**src/rtl/sw_ctrl_pkg.sv**
```systemverilog
// Shared definitions for the switch command front-end: debounce state
// encodings, default timing parameters and a counter-width helper.
package sw_ctrl_pkg;

  typedef enum logic [1:0] {
    DB_LO     = 2'b00,
    DB_CHK_HI = 2'b01,
    DB_HI     = 2'b10,
    DB_CHK_LO = 2'b11
  } db_state_e;

  localparam logic [15:0] DB_CYCLES_DEF      = 16'd4;
  localparam logic [31:0] TIMEOUT_CYCLES_DEF = 32'd1000;

  // Bits needed to count 0..v-1, never less than one bit.
  function automatic int cnt_width(input int unsigned v);
    int w;
    w = $clog2(v);
    if (w < 1) begin
      w = 1;
    end else begin
      w = w;
    end
    return w;
  endfunction

endpackage

```
**src/rtl/switch_cmd_gen_btn_debounce.sv**
```systemverilog
// One push-button channel: two-flop synchronizer, four-state debounce FSM
// and a press strobe that fires on the edge where the level becomes high.
module btn_debounce
  import sw_ctrl_pkg::*;
#(
  parameter logic [15:0] DB_CYCLES = DB_CYCLES_DEF
) (
  input  logic clk,
  input  logic rst,
  input  logic btn,
  output logic press
);

  localparam int            CW       = cnt_width(32'(DB_CYCLES));
  localparam logic [CW-1:0] CNT_LAST = CW'(DB_CYCLES - 16'd1);
  localparam logic [CW-1:0] CNT_ONE  = CW'(1'b1);
  localparam bit            SINGLE   = (DB_CYCLES == 16'd1);

  logic          meta_r;
  logic          sync_r;
  db_state_e     state_r;
  db_state_e     state_nxt_s;
  logic [CW-1:0] cnt_r;
  logic [CW-1:0] cnt_nxt_s;
  logic          press_s;

  // Next-state logic; the first differing sample already counts as one.
  always_comb begin
    state_nxt_s = state_r;
    cnt_nxt_s   = cnt_r;
    press_s     = 1'b0;
    case (state_r)
      DB_LO: begin
        if (sync_r) begin
          if (SINGLE) begin
            state_nxt_s = DB_HI;
            cnt_nxt_s   = '0;
            press_s     = 1'b1;
          end else begin
            state_nxt_s = DB_CHK_HI;
            cnt_nxt_s   = CNT_ONE;
          end
        end else begin
          cnt_nxt_s = '0;
        end
      end
      DB_CHK_HI: begin
        if (!sync_r) begin
          state_nxt_s = DB_LO;
          cnt_nxt_s   = '0;
        end else if (cnt_r == CNT_LAST) begin
          state_nxt_s = DB_HI;
          cnt_nxt_s   = '0;
          press_s     = 1'b1;
        end else begin
          cnt_nxt_s = cnt_r + CNT_ONE;
        end
      end
      DB_HI: begin
        if (!sync_r) begin
          if (SINGLE) begin
            state_nxt_s = DB_LO;
            cnt_nxt_s   = '0;
          end else begin
            state_nxt_s = DB_CHK_LO;
            cnt_nxt_s   = CNT_ONE;
          end
        end else begin
          cnt_nxt_s = '0;
        end
      end
      DB_CHK_LO: begin
        if (sync_r) begin
          state_nxt_s = DB_HI;
          cnt_nxt_s   = '0;
        end else if (cnt_r == CNT_LAST) begin
          state_nxt_s = DB_LO;
          cnt_nxt_s   = '0;
        end else begin
          cnt_nxt_s = cnt_r + CNT_ONE;
        end
      end
      default: begin
        state_nxt_s = DB_LO;
        cnt_nxt_s   = '0;
      end
    endcase
  end

  // Synchronizer and debounce state registers.
  always_ff @(posedge clk) begin
    if (rst) begin
      meta_r  <= 1'b0;
      sync_r  <= 1'b0;
      state_r <= DB_LO;
      cnt_r   <= '0;
    end else begin
      meta_r  <= btn;
      sync_r  <= meta_r;
      state_r <= state_nxt_s;
      cnt_r   <= cnt_nxt_s;
    end
  end

  assign press = press_s;

endmodule

```
**src/rtl/switch_cmd_gen_chk.sv**
```systemverilog
// Output-protocol checks for the command generator; simulation only.
module switch_cmd_gen_chk (
  input logic clk,
  input logic rst,
  input logic j,
  input logic k,
  input logic timeout
);

  a_jk_excl: assert property (@(posedge clk) disable iff (rst) !(j && k));
  a_to_with_k: assert property (@(posedge clk) disable iff (rst) timeout |-> k);

endmodule

```
**src/rtl/switch_cmd_gen.sv**
```systemverilog
// Command front-end for the ON/OFF switch FSM: debounced buttons become
// j/k pulses, with an auto-off timeout while the FSM reports ON.
module switch_cmd_gen
  import sw_ctrl_pkg::*;
#(
  parameter logic [15:0] DB_CYCLES      = DB_CYCLES_DEF,
  parameter logic [31:0] TIMEOUT_CYCLES = TIMEOUT_CYCLES_DEF
) (
  input  logic clk,
  input  logic rst,
  input  logic btn_on,
  input  logic btn_off,
  input  logic state_fb,
  output logic j,
  output logic k,
  output logic timeout
);

  localparam int            IW        = cnt_width(TIMEOUT_CYCLES);
  localparam logic [IW-1:0] IDLE_LAST = IW'(TIMEOUT_CYCLES - 32'd1);
  localparam logic [IW-1:0] IDLE_ONE  = IW'(1'b1);
  localparam bit            TO_EN     = (TIMEOUT_CYCLES != 32'd0);

  logic          on_press_s;
  logic          off_press_s;
  logic          hit_s;
  logic          j_nxt_s;
  logic          k_nxt_s;
  logic          to_nxt_s;
  logic [IW-1:0] idle_r;
  logic [IW-1:0] idle_nxt_s;

  btn_debounce #(.DB_CYCLES(DB_CYCLES)) u_db_on (
    .clk   (clk),
    .rst   (rst),
    .btn   (btn_on),
    .press (on_press_s)
  );

  btn_debounce #(.DB_CYCLES(DB_CYCLES)) u_db_off (
    .clk   (clk),
    .rst   (rst),
    .btn   (btn_off),
    .press (off_press_s)
  );

  // Off beats on; any user press beats the timeout and restarts idle time.
  always_comb begin
    hit_s    = TO_EN && state_fb && (idle_r == IDLE_LAST);
    j_nxt_s  = on_press_s && !off_press_s;
    k_nxt_s  = off_press_s || (hit_s && !on_press_s);
    to_nxt_s = hit_s && !on_press_s && !off_press_s;
    if (!state_fb || on_press_s || off_press_s || hit_s) begin
      idle_nxt_s = '0;
    end else if (idle_r != '1) begin
      idle_nxt_s = idle_r + IDLE_ONE;
    end else begin
      idle_nxt_s = idle_r;
    end
  end

  // Output pulse and idle counter registers.
  always_ff @(posedge clk) begin
    if (rst) begin
      j       <= 1'b0;
      k       <= 1'b0;
      timeout <= 1'b0;
      idle_r  <= '0;
    end else begin
      j       <= j_nxt_s;
      k       <= k_nxt_s;
      timeout <= to_nxt_s;
      idle_r  <= idle_nxt_s;
    end
  end

  switch_cmd_gen_chk u_chk (
    .clk     (clk),
    .rst     (rst),
    .j       (j),
    .k       (k),
    .timeout (timeout)
  );

endmodule
```
**config.mk**
```make
export PLATFORM = sky130hd
export DESIGN_NAME = switch_cmd_gen
export DESIGN_NICKNAME = d
export VERILOG_FILES = /design/src/rtl/sw_ctrl_pkg.sv /design/src/rtl/switch_cmd_gen_btn_debounce.sv /design/src/rtl/switch_cmd_gen_chk.sv /design/src/rtl/switch_cmd_gen.sv
export SDC_FILE = /design/constraint.sdc
export NUM_CORES = 1
export LEC_CHECK = 0
export CORE_UTILIZATION = 50
export DETAILED_ROUTE_END_ITERATION = 12
export GPL_TIMING_DRIVEN = 0
export HOLD_SLACK_MARGIN = 0.15
export MAX_ROUTING_LAYER = met4
export PLACE_DENSITY = 0.69
export SETUP_SLACK_MARGIN = 0.05
export SYNTH_ARGS = -nofsm -noshare
export SYNTH_HDL_FRONTEND = slang
export SYNTH_HIERARCHICAL = 1
export SYNTH_SLANG_ARGS = --single-unit
```
**constraint.sdc**
```tcl
create_clock -name clk -period 2.6 [get_ports clk]
set_input_delay 0.52 -clock clk [delete_from_list [all_inputs] [get_ports clk]]
set_output_delay 0.52 -clock clk [all_outputs]
set_load 0.03 [all_outputs]
```
==> reports/results.md <==
| Item | This run |
| --- | --- |
| Mean area per synthesized cell | 9.88 um2 |
| Flip-flop and latch count after synthesis | 25 |
| Total overflow reported by the global router | 0 |
| Global routing met1 resource utilization | 0.218 |
| Clock-pin slew on the worst setup and hold paths | 0.13 ns |
| Overall via count from detail_route | 749 |
| Antenna violations before repair | 0 |
| Share of the synthesized area in the top cell type | 0.483 |
| Post-route cell area | 1170 um2 |
| Post-CTS setup buffer count | 0 |
| Leading cell types in the layout, fill and taps excluded | sky130_fd_sc_hd__dfxtp_1, sky130_fd_sc_hd__nor2_1, sky130_fd_sc_hd__nor3_1, sky130_fd_sc_hd__clkdlybuf4s50_1, sky130_fd_sc_hd__nand3_1 |
| Register containing the most flip-flops in the final layout | idle_r |
| First-iteration detailed-routing DRC count | 13 |
| DR DRC count | 0 |
| Filler cell count | 197 |
| Cell types occupying the most area after synthesis | sky130_fd_sc_hd__dfxtp_1, sky130_fd_sc_hd__ha_1, sky130_fd_sc_hd__nor3_1 |
| Cell area after synthesis | 1040 um2 |
| Slew at the pin closest to its max-slew limit | 0.502 ns |
| Final WL | 1.64 mm |
| Status | finished clean |
| CTS H-tree lvls | 1 |
| Cell area after placement | 1140 um2 |
| Final Max Slew Viols | 0 |
| Critical path data arrival time | 2.21 ns |
| Drt via density | 5.24 |
| Fin. Hold Viols | 0 |
| Worst Setup Slack post-DPL | 0.284 ns |
| # Max-Cap Violations | 0 |
| Biggest regs | idle_r: 10 flops, u_db_off/cnt_r: 2 flops, u_db_on/cnt_r: 2 flops |
| Biggest area consumer among synthesized cells | sky130_fd_sc_hd__dfxtp_1 |
| Total Routing Usage GR | 0.164 |
| Warnings from Yosys | 6 |
| Skew-Pair Late Insertion Delay | 0.30 ns |
| Die height | 47.5 um |
| CTS buffer count | 3 |
| Most frequent standard cell in the layout excluding fill and tap cells | sky130_fd_sc_hd__dfxtp_1 |
| Grt met3 use | 0.0453 |
| Pwr/cell area | 500 nW/um2 |
| # diodes | 0 |
| Growth of design area from synthesis to finish | 12.5% |
| Register area | 500 um2 |
| Net count, final | 125 |
| Kind of capture point of the worst setup path | register |
| Horizontal die dimension | 47.5 um |
| Final critical-path share of the clock period | 0.758 |
| Total area of multi-input combinational cells | 509 um2 |
| Worst Skew | 0.00540 ns |
| Total leakage power | 0.000417 uW |
| Num ports | 8 |
| Number of nets with antenna violations after detailed routing | 0 |
| Mean routed wirelength per cell | 11.5 um |
| Critical path start-end classification | in2reg |
| Clock tree buffer depth | 2 |
| Starting density of the core | 0.529 |
| F_max | 508 MHz |
| Overall Power | 583 uW |
| Top Usage Layer GRT | met2 |
| Count of distinct cell types in the synthesized netlist | 33 |
| Max-slew headroom at the worst pin | 0.664 |
| Resize count post-CTS | 0 |
| Count of cells along the worst hold path | 1 |
| Largest register FFs | 10 |
| Placement row count | 16 |
| Post-layout minimum cycle time | 1.97 ns |
| Required @ worst endpoint | 2.84 ns |
| Pin count of the biggest net entering global routing | 16 |
| Number of global-route vias before repair | 638 |
| Post-route core utilization | 0.595 |
| Worst hold path type | reg2reg |
| Gate count after technology mapping | 105 |
| RSZ-0062 raised after global routing | no |
| First-pass GRT wire length | 2.54 mm |
| Fraction of layout cells with a size suffix above 1 | 0.138 |
| Reg2Reg Depth | 6 |
| Worst supply voltage drop on vdd | 0.314 mV |
| Summed negative setup slack over all endpoints | 0 ns |
| Count of input and output buffers | 7 |
| Startpoint Class | primary input |
| DIE AREA | 2260 um2 |
| Detailed placer's ending HPWL | 1.21 mm |
| Sinks on Clock Net | 25 |
| CTS root buffer | sky130_fd_sc_hd__clkbuf_4 |
| Sequential cell area fraction in the yosys report | 0.483 |
| Setup-violating endpoint count in the final report | 0 |
| Worst-case setup margin in the final layout | 0.630 ns |
| CTS tree | built |
| Count of TritonRoute iterations in the first routing pass | 4 |
| Routability cong. | 0.760 |
| Post-Synthesis Net Count | 113 |
| Hold-fix buffer count after cts | 0 |
| Maximum fanout along the worst path | 15 |
| Met2 track demand over resource in global routing | 0.241 |
| Placeable core area | 1960 um2 |
-- stage by stage --
stage / cells / hold WS, ns
global route: 143 / 0.475
CTS: 143 / 0.458
finish: 143 / 0.453
detailed placement: 139 / 0.429
global placement: 139 / 0.418
floorplan: 105 / 0.414
-- path summary, 6_finish.rpt --
kind	start	to	slack (ns)
max	rst	idle_r[8]$_SDFFE_PP0P_	0.63
min	u_db_off/meta_r$_SDFF_PP0_	u_db_off/sync_r$_SDFF_PP0_	0.45
max reg2reg	u_db_on/cnt_r[0]$_SDFF_PP0_	idle_r[8]$_SDFFE_PP0P_	0.69
min reg2reg	u_db_off/meta_r$_SDFF_PP0_	u_db_off/sync_r$_SDFF_PP0_	0.45
-- cells in the mapped netlist, drive strengths merged --
cell type and instances:
a2111oi 1, a211oi 3, a21bo 2, a21oi 5, a31oi 1, and3 6
and4 1, and4b 2, buf 1, clkbuf 1, dfxtp 25, ha 3
inv 3, mux2i 1, nand2 4, nand2b 1, nand3 7, nor2 9
nor2b 4, nor3 9, nor3b 2, nor4bb 1, o21a 2, o31a 1
or2 1, or3 3, or3b 1, or4 1, xnor2 4
-- kinds of logic (layout without fill, tap and decap cells) --
logic type,Yosys count,after routing,synth area share
mux,1,1,0.00965
simple gates,52,52,0.309
compound gates,15,15,0.103
buf+inv,5,16,0.0265
flops,25,25,0.483
xor+xnor,4,4,0.0338
fa+ha+maj,3,3,0.0362
-- power breakdown --
| group | total, uW | switching [uW] | internal, uW | leakage (uW) |
|---|---|---|---|---|
| Combinational | 24.1 | 10.9 | 13.3 | 0.000199 |
| Sequential | 394 | 4.45 | 389 | 0.000203 |
| Clock | 166 | 106 | 59.7 | 0.0000150 |
-- layer usage --
layer	wire (um)	share of wire
met2	741	0.45
met3	29	0.018
met5	0	0
met4	0	0
met1	872	0.53
-- area by class of cell --
cell class,instances,area share
repair buffers,7,0.0600
inverters,3,0.00965
multi-input cells,75,0.436
flip-flops and latches,25,0.429
plain buffers,2,0.0139
clock buffers,4,0.0225
well taps,27,0.0289
-- worst max-delay path, stage by stage --
cell                              delay [ns]
sky130_fd_sc_hd__clkdlybuf4s50_1        0.66
sky130_fd_sc_hd__or4_4                  0.53
sky130_fd_sc_hd__nand2b_1               0.17
sky130_fd_sc_hd__buf_6                  0.14
sky130_fd_sc_hd__nor3_1                 0.18
(Power assumes the default switching activity.)
